[config.mk]
export PLATFORM = sky130hd
export DESIGN_NAME = uart_rx_buffer_ctrl
export DESIGN_NICKNAME = d
export VERILOG_FILES = /design/src/rtl/uart_rx_buffer_ctrl_pkg.sv /design/src/rtl/uart_fifo.sv /design/src/rtl/uart_rx_buffer_ctrl.sv
export SDC_FILE = /design/constraint.sdc
export NUM_CORES = 1
export LEC_CHECK = 0
export BUFFER_PORTS_ARGS = -buffer_cell sky130_fd_sc_hd__clkbuf_2
export CAP_MARGIN = 20
export CORE_ASPECT_RATIO = 2
export CORE_UTILIZATION = 46
export DETAILED_ROUTE_END_ITERATION = 10
export GPL_TIMING_DRIVEN = 0
export PLACE_DENSITY = 0.68
export SYNTH_ARGS = -nofsm -noshare
export SYNTH_HDL_FRONTEND = slang
export SYNTH_SLANG_ARGS = --single-unit
[constraint.sdc]
create_clock -name clk -period 3.8 [get_ports clk]
set_input_delay 0.38 -clock clk [delete_from_list [all_inputs] [get_ports clk]]
set_output_delay 0.38 -clock clk [all_outputs]
set_load 0.05 [all_outputs]
[src/rtl/uart_rx_buffer_ctrl_pkg.sv]
// Shared UART receive-side constants: irqEnable bit positions and default baud counter width.
package uart_rx_buffer_ctrl_pkg;

  localparam int IRQ_THRESHOLD = 0;
  localparam int IRQ_TIMEOUT   = 1;
  localparam int IRQ_OVERRUN   = 2;

  localparam int CLOCK_SCALE_BITS_DEFAULT = 16;

endpackage

[src/rtl/uart_fifo.sv]
// Synchronous first-word-fall-through FIFO; head is visible on o_dout the cycle after it lands.
// A push into a full FIFO is accepted only when a pop happens in the same cycle.
module uart_fifo #(
  parameter int ADDR_BITS = 4,
  parameter int DATA_BITS = 8
) (
  input  logic                 clk,
  input  logic                 rst,
  input  logic                 i_push,
  input  logic                 i_pop,
  input  logic                 i_flush,
  input  logic [DATA_BITS-1:0] i_din,
  output logic [DATA_BITS-1:0] o_dout,
  output logic [ADDR_BITS:0]   o_count,
  output logic                 o_full,
  output logic                 o_empty,
  output logic                 o_push_ok,
  output logic                 o_pop_ok
);

  localparam int DEPTH = 1 << ADDR_BITS;
  localparam logic [ADDR_BITS:0] FULL_CNT = (ADDR_BITS + 1)'(DEPTH);

  logic [DATA_BITS-1:0] r_mem [DEPTH];
  logic [ADDR_BITS-1:0] r_wr_ptr;
  logic [ADDR_BITS-1:0] r_rd_ptr;
  logic [ADDR_BITS:0]   r_count;
  logic                 w_push_ok;
  logic                 w_pop_ok;

  assign o_empty   = (r_count == '0);
  assign o_full    = (r_count == FULL_CNT);
  assign w_pop_ok  = i_pop && !o_empty;
  assign w_push_ok = i_push && (!o_full || w_pop_ok);
  assign o_push_ok = w_push_ok;
  assign o_pop_ok  = w_pop_ok;
  assign o_count   = r_count;
  assign o_dout    = o_empty ? '0 : r_mem[r_rd_ptr];

  // Storage is not reset: pointers and count alone define what is valid.
  always_ff @(posedge clk) begin
    if (w_push_ok) begin
      r_mem[r_wr_ptr] <= i_din;
    end
  end

  always_ff @(posedge clk) begin
    if (rst || i_flush) begin
      r_wr_ptr <= '0;
      r_rd_ptr <= '0;
      r_count  <= '0;
    end else begin
      if (w_push_ok) r_wr_ptr <= r_wr_ptr + 1'b1;
      if (w_pop_ok)  r_rd_ptr <= r_rd_ptr + 1'b1;
      case ({w_push_ok, w_pop_ok})
        2'b10:   r_count <= r_count + 1'b1;
        2'b01:   r_count <= r_count - 1'b1;
        default: r_count <= r_count;
      endcase
    end
  end

endmodule

[src/rtl/uart_rx_buffer_ctrl.sv]
// UART receive buffer: queues receiver bytes, flags overrun and character-idle timeout,
// and raises one registered interrupt (one cycle after a source becomes visible).
module uart_rx_buffer_ctrl
  import uart_rx_buffer_ctrl_pkg::*;
#(
  parameter int CLOCK_SCALE_BITS = CLOCK_SCALE_BITS_DEFAULT,
  parameter int FIFO_ADDR_BITS   = 4
) (
  input  logic                        clk,
  input  logic                        rst,
  input  logic                        enable,
  input  logic                        flush,
  input  logic [CLOCK_SCALE_BITS-1:0] cyclesPerBit,
  input  logic [7:0]                  rxDataIn,
  input  logic                        rxDataValid,
  input  logic                        readRequest,
  output logic [7:0]                  dataOut,
  output logic                        dataValid,
  output logic [FIFO_ADDR_BITS:0]     fifoCount,
  input  logic [FIFO_ADDR_BITS:0]     threshold,
  input  logic [7:0]                  timeoutBits,
  input  logic [2:0]                  irqEnable,
  input  logic                        clearOverrun,
  input  logic                        clearTimeout,
  output logic                        overrun,
  output logic                        timeout,
  output logic                        irq
);

  logic                        w_push_req;
  logic                        w_push_ok;
  logic                        w_pop_ok;
  logic                        w_full;
  logic                        w_empty;
  logic                        w_overrun_set;
  logic                        w_timeout_set;
  logic [CLOCK_SCALE_BITS-1:0] w_presc_nxt;
  logic [7:0]                  w_idle_nxt;

  logic [CLOCK_SCALE_BITS-1:0] r_presc;
  logic [7:0]                  r_idle;
  logic                        r_overrun;
  logic                        r_timeout;
  logic                        r_irq;

  assign w_push_req = rxDataValid && enable;

  uart_fifo #(
    .ADDR_BITS(FIFO_ADDR_BITS),
    .DATA_BITS(8)
  ) u_fifo (
    .clk      (clk),
    .rst      (rst),
    .i_push   (w_push_req),
    .i_pop    (readRequest),
    .i_flush  (flush),
    .i_din    (rxDataIn),
    .o_dout   (dataOut),
    .o_count  (fifoCount),
    .o_full   (w_full),
    .o_empty  (w_empty),
    .o_push_ok(w_push_ok),
    .o_pop_ok (w_pop_ok)
  );

  assign dataValid     = !w_empty;
  assign w_overrun_set = w_push_req && w_full && !w_pop_ok;

  // Prescaler period is cyclesPerBit+1 clocks; any FIFO activity restarts the idle measurement.
  always_comb begin
    w_presc_nxt = r_presc;
    w_idle_nxt  = r_idle;
    if (flush || w_push_ok || w_pop_ok || w_empty) begin
      w_presc_nxt = '0;
      w_idle_nxt  = '0;
    end else if (r_presc == cyclesPerBit) begin
      w_presc_nxt = '0;
      if (r_idle != 8'hFF) w_idle_nxt = r_idle + 1'b1;
    end else begin
      w_presc_nxt = r_presc + 1'b1;
    end
  end

  // Compare against the next idle count so the flag lands on the same edge the count does.
  assign w_timeout_set = (w_idle_nxt == timeoutBits) && (timeoutBits != 8'd0) &&
                         !w_empty && !flush;

  always_ff @(posedge clk) begin
    if (rst) begin
      r_presc   <= '0;
      r_idle    <= '0;
      r_overrun <= 1'b0;
      r_timeout <= 1'b0;
      r_irq     <= 1'b0;
    end else begin
      r_presc <= w_presc_nxt;
      r_idle  <= w_idle_nxt;

      if (flush)              r_overrun <= 1'b0;
      else if (w_overrun_set) r_overrun <= 1'b1;
      else if (clearOverrun)  r_overrun <= 1'b0;

      if (flush)                          r_timeout <= 1'b0;
      else if (w_timeout_set)             r_timeout <= 1'b1;
      else if (clearTimeout || w_pop_ok)  r_timeout <= 1'b0;

      r_irq <= (irqEnable[IRQ_THRESHOLD] && (fifoCount >= threshold) && (threshold != '0)) ||
               (irqEnable[IRQ_TIMEOUT]   && r_timeout) ||
               (irqEnable[IRQ_OVERRUN]   && r_overrun);
    end
  end

  assign overrun = r_overrun;
  assign timeout = r_timeout;
  assign irq     = r_irq;

endmodule

Word-level counts from Yosys, hierarchy flattened
Memory sizes are Yosys's and may differ from the RTL's. A register that Yosys moved wholly into a read port is not among the register bits.
Cells that the tools add are included.
{"block": "word_totals", "mem_bits_rw": 128, "regBits": 40, "input_bits": 48, "mem_count": 1}
{"memory": "u_fifo.r_mem", "words": 16, "width": 8, "rd": 1, "rd_ports_with_merged_regs": 1, "write_ports": 1, "line": "uart_fifo.sv:24", "rtl": "logic [DATA_BITS-1:0] r_mem [DEPTH];"}
{"block": "op_classes", "reduce_logical": 32, "n_lt_le_gt_ge": 1, "n_addsub": 6, "mux": 13, "eq_ne": 6}
{"op": "two-way mux 8 bit", "count": 4}
{"op": "adder 16 x 1 -> 16 bit, second input constant", "count": 1}
{"op": "== test 16 bit", "count": 1}
{"op": "logical AND 1 bit", "count": 12}
{"op": "one-hot mux 5 bit (2 select lines)", "count": 1}
{"op": "adder 4 x 1 -> 4 bit, second input constant", "count": 2}
{"op": "adder 8 x 1 -> 8 bit, second input constant", "count": 1}
{"op": "== test 8 bit", "count": 1}
{"op": "logical OR 1 bit", "count": 8}
{"op": "two-way mux 4 bit", "count": 2}
{"op": "inequality test 8 bit, second input constant", "count": 1}
{"op": "nonzero test 8 bit", "count": 1}
{"op": "two-way mux 1 bit", "count": 6}
{"op": "nonzero test 2 bit", "count": 3}
{"op": "adder 5 x 1 -> 5 bit, second input constant", "count": 1}
{"op": "== test 5 bit, second input constant", "count": 1}
{"op": "greater-or-equal comparator 5 bit", "count": 1}
{"op": "zero test 5 bit", "count": 1}
{"op": "nonzero test 5 bit", "count": 1}
{"op": "subtractor 5 x 1 -> 5 bit, second input constant", "count": 1}
{"op": "zero test 1 bit", "count": 4}
{"op": "OR reduction 3 bit", "count": 1}
{"op": "== test 2 x 1 -> 1 bit, second input constant", "count": 1}
{"op": "== test 2 bit, second input constant", "count": 1}
{"op": "OR reduction 2 bit", "count": 1}

Logic depth before layout (Yosys ltp)
{"block": "depth", "word_depth": 14, "depth_mapped": 14}

Hierarchy
From an unflattened synthesis, not the netlist that was laid out.
{"block": "hier_totals", "cells_unflattened": 580, "area_unflattened_um2": 7917.6}
{"module": "uart_fifo", "area_each_um2": 6019.5, "cells_per_inst": 342, "instances": 1}
{"module": "uart_rx_buffer_ctrl", "area_each_um2": 1898.1, "cells_per_inst": 238, "instances": 1}

Least setup slack after synthesis
No wires, ideal clock.
{"block": "synth_path", "path_type": "register to register", "startpoint": "register u_fifo.r_count[0], in the netlist u_fifo.o_count[0]", "endpoint": "register u_fifo.r_count[4], in the netlist u_fifo.o_count[4]", "stages_incl_launch_ff": 15, "path_buffers": 1, "slack_ns": 0.621, "t_required_ns": 3.730, "arrival_ns": 3.109, "setup_ns": 0.070, "path_cell_list": "dfxtp_1 or4_1 nor2_1 inv_2 and2_1 buf_2 ha_1 inv_1 fa_1 inv_1 a21o_1 a21oi_1 xnor2_1 or3_1 a21oi_1"}
{"block": "synth_between", "elab_chain_cells": 7, "elab_cells_between_ends": 13}
{"element": "start, declared", "line": "uart_fifo.sv:27", "rtl": "logic [ADDR_BITS:0] r_count;"}
{"element": "start signal, assigned", "line": "uart_fifo.sv:56", "rtl": "2'b10: r_count <= r_count + 1'b1;"}
{"element": "start signal, assigned", "line": "uart_fifo.sv:57", "rtl": "2'b01: r_count <= r_count - 1'b1;"}
{"element": "start signal, assigned", "line": "uart_fifo.sv:58", "rtl": "default: r_count <= r_count;"}
{"element": "zero test 5 bit (*)", "line": "uart_fifo.sv:31", "rtl": "assign o_empty = (r_count == '0);"}
{"element": "zero test 1 bit (*)"}
{"element": "named net dataValid", "line": "uart_rx_buffer_ctrl.sv:18", "rtl": "output logic dataValid,"}
{"element": "logical AND 1 bit (*)", "line": "uart_fifo.sv:33", "rtl": "assign w_pop_ok = i_pop && !o_empty;"}
{"element": "named net u_fifo.o_pop_ok", "line": "uart_fifo.sv:18", "rtl": "output logic o_pop_ok"}
{"element": "logical OR 1 bit", "line": "uart_fifo.sv:34", "rtl": "assign w_push_ok = i_push && (!o_full || w_pop_ok);"}
{"element": "logical AND 1 bit", "line": "uart_fifo.sv:34"}
{"element": "== test 2 x 1 -> 1 bit / == test 2 bit (equally long branches)", "line": "uart_fifo.sv:55", "rtl": "case ({w_push_ok, w_pop_ok})"}
{"element": "one-hot mux 5 bit (2 select lines) / nonzero test 2 bit (equally long branches)"}
The timed path passes the listed nets; every way through them passes the cells marked *.
A chain may end at the register's enable or synchronous reset.

==> results.yml <==
status:
  run_status: "completed"
yosys:
  yosysUniqueCellTypes: 53
  netlist.area_leader.share_pct: 50.9
  postSynthNetCount: 581
  syn_area_um2: 7560
  synth_top_area_cell: "edfxtp_1"
  avg_synthesized_cell_area_um2: 14.6
  ys_warn_count: 0
  synth_seq_area_share_pct: 62.5
  synth_flop_cell: "edfxtp_1"
  synth-seq-cells: 172
  postSynthCellCount: 516
  yosys-top-cells-area: "edfxtp_1 51%, mux4_2 12%, dfxtp_1 12%"
  synth_enable_flop_cells: 128
  async_reset_ff_share_pct: 0
place:
  io_buffers: 64
  detailedPlacementHpwl_mm: 12.4
  placed_cell_areas_um2: 8160
  place_congestion: 0.873
routing:
  drt_iter0_drc: 265
  number_of_vias_in_the_routed_layout: 4508
  route.detailed.wl_per_inst_um: 19.6
  postRouteWirelength_mm: 16.1
  first_pass_iters: 4
  detail-route-antenna-nets: 0
  via_per_inst: 5.50
  detail_route.drc_violations: 0
sta:
  rsz0062_at_grt: "false"
  fmaxAchievable_mhz: 298
  timing.max_slew.rel_slack_pct: 46.3
  fin_worst_skew_ps: 8.55
  final_hold_viol_count: 0
  transition_time_at_the_pin_with_the_least_slew_margin_ps: 802
  finalSetupViolations: 0
  portion_of_the_clock_cycle_consumed_by_the_worst_path_in_the_final_layout_pct: 88.2
  final_critical_period_ps: 3350
  drv_slew: 0
  finalSetupTns_ps: 0
die:
  floorplan.initialDensity_pct: 46.7
  fp.coreArea_um2: 16200
  die_height_um: 183
  horizontal_die_dimension_um: 92.6
  core.rowCount: 66
  floorplan.io_pins: 65
  die_area_um2: 17000
global_route:
  grt_pass1_vias: 4785
  wire_length_of_the_first_global_routing_pass_mm: 25.2
  grt_antenna_before_repair: 0
  global_route_usage_over_all_layers_pct: 20.4
  final_global_route_overflow_total: 0
  grt_max_degree: 17
layout:
  stdcell_area_um2: 8730
  area.growth.synth_to_final_pct: 15.5
  finish.net_count: 668
  final_cell_mix: "128 x edfxtp_1, 64 x clkbuf_2, 56 x nor2_1"
  filler_cell_count: 1389
  antenna-diode-count: 0
  drive_gt1_share_pct: 25.5
  mostFrequentLayoutCell: "edfxtp_1"
clock_tree:
  post_cts_resize_count: 0
  cts_tree: "yes"
  cts_max_level: 4
  cts_buffers: 17
  root_buffer_selected_by_cts: "clkbuf_16"
  cts_hold_buf: 0
  clock_sink_count: 172
  clk_path_buf_depth: 2
  cts.reportedPaths.clkPinSlew_ps: 70
  clk_latency_ps: 420
  cts_setup_buffers: 0
setup_path:
  worstSetupStartpointType: "register"
  regToRegSetupSlack_ps: 540
  timing.critical_path.to_type: "output port"
  crit_type: "reg -> out"
  worstPathMaxFanout: 10
  crit_arrival_ps: 2970
  timing.critical_path.required_ps: 3420
power_and_ir_drop:
  vdd.ir_drop.worst_uv: 337
  power_density_nw_per_um2: 438
  power.leakage_nw: 2.97
min_path:
  class_of_the_worst_hold_path: "in -> reg"
job:
  max_cap_viol_count: 0
## per-layer routing
layer	global-route usage (%)	vias to the layer above	part of all wire [%]
met2	42.2	124	61
met4	8.25	0	2.4
met1	19.0	2229	34
met5	0	-	0
met3	2.94	24	2.7
li1	-	2131	-
## layout make-up
type                            count  area [um2]  area share, %
Timing Repair Buffer               68         350           4.01
Multi-Input combinational cell    302        2660           30.4
Clock inverter                     13         103           1.18
Sequential cell                   172        4720           54.1
Tap cell                          204         255           2.92
Inverter                           18        67.6          0.774
Clock buffer                       19         464           5.32
Buffer                             24         106           1.22
## power by group
| group | total, mW | switching [mW] | internal (mW) |
|---|---|---|---|
| Clock | 1.63 | 0.727 | 0.906 |
| Sequential | 2.03 | 0.00424 | 2.02 |
| Combinational | 0.166 | 0.104 | 0.0625 |
## critical path: stages, from the launching register on
cell and delay (ps):
dfxtp_1 320, clkbuf_1 320, buf_2 410, mux4_2 620, mux4_2 480, and2_1 170, clkbuf_2 230
## sequential cells by signal, indices dropped and copies added, names as in the netlist, named ones only
signal	flops
u_fifo.r_mem	128
r_presc	16
r_idle	8
u_fifo.o_count	5
u_fifo.r_rd_ptr	4
u_fifo.r_wr_ptr	4
irq	1
overrun	1
timeout	1
## final timing paths
kind         cells past startpoint                         endpoint                            start
min reg2reg                      2  u_fifo.r_rd_ptr[3]$_SDFFE_PP0N_  u_fifo.r_rd_ptr[3]$_SDFFE_PP0N_
min                              2             r_idle[7]$_SDFF_PP0_                              rst
max                              6                       dataOut[6]                         register
max reg2reg                     14   u_fifo.o_count[4]$_SDFFE_PP0P_   u_fifo.o_count[0]$_SDFFE_PP0P_
## Yosys cell counts (2+ instances only)
| cell type | n |
|---|---|
| and3_1 | 7 |
| or4_1 | 3 |
| xnor2_1 | 26 |
| mux2i_1 | 8 |
| or2_2 | 3 |
| mux4_2 | 40 |
| mux2_2 | 3 |
| buf_4 | 3 |
| xor2_1 | 13 |
| nand2_1 | 11 |
| clkbuf_1 | 15 |
| edfxtp_1 | 128 |
| a21o_1 | 4 |
| buf_1 | 2 |
| ha_1 | 16 |
| or3_1 | 5 |
| dfxtp_1 | 44 |
| o21ai_0 | 7 |
| nor3b_1 | 3 |
| a21oi_1 | 15 |
| o211ai_1 | 2 |
| a22oi_1 | 3 |
| nor2b_1 | 4 |
| buf_2 | 4 |
| a21boi_0 | 2 |
| nand4_1 | 11 |
| inv_1 | 17 |
| and2_1 | 12 |
| nand2b_1 | 5 |
| nor2_1 | 56 |
| nor3_1 | 7 |
| nand3_1 | 15 |
| a311oi_1 | 2 |
## metrics by stage
| step | util (%) | power (mW) | instances | hold WS [ps] | worst slack [ps] |
|---|---|---|---|---|---|
| detailed placement | 50.4 | 2.23 | 788 | 510 | 524 |
| CTS | 53.9 | 3.85 | 820 | 162 | 396 |
| finish | 53.9 | 3.82 | 820 | 173 | 448 |
| global placement | 50.2 | 2.23 | 784 | 501 | 581 |
| floorplan | - | 2.15 | 516 | 449 | 621 |
| global route | 53.9 | 3.92 | 820 | 174 | 275 |
## cells by family (layout without fill, tap and decap cells)
group,count (synthesis),count (layout),share of synthesized area [%]
flip-flops,172,172,62.5
AND/OR/NAND/NOR,149,149,10.2
XOR/XNOR,39,39,4.52
adder cells (fa/ha/maj),17,17,2.91
AO/OA/AOI/OAI,46,46,4.07
buffers and inverters,42,142,2.30
multiplexers,51,51,13.4
No activity file was read; power rests on OpenSTA's default activity.
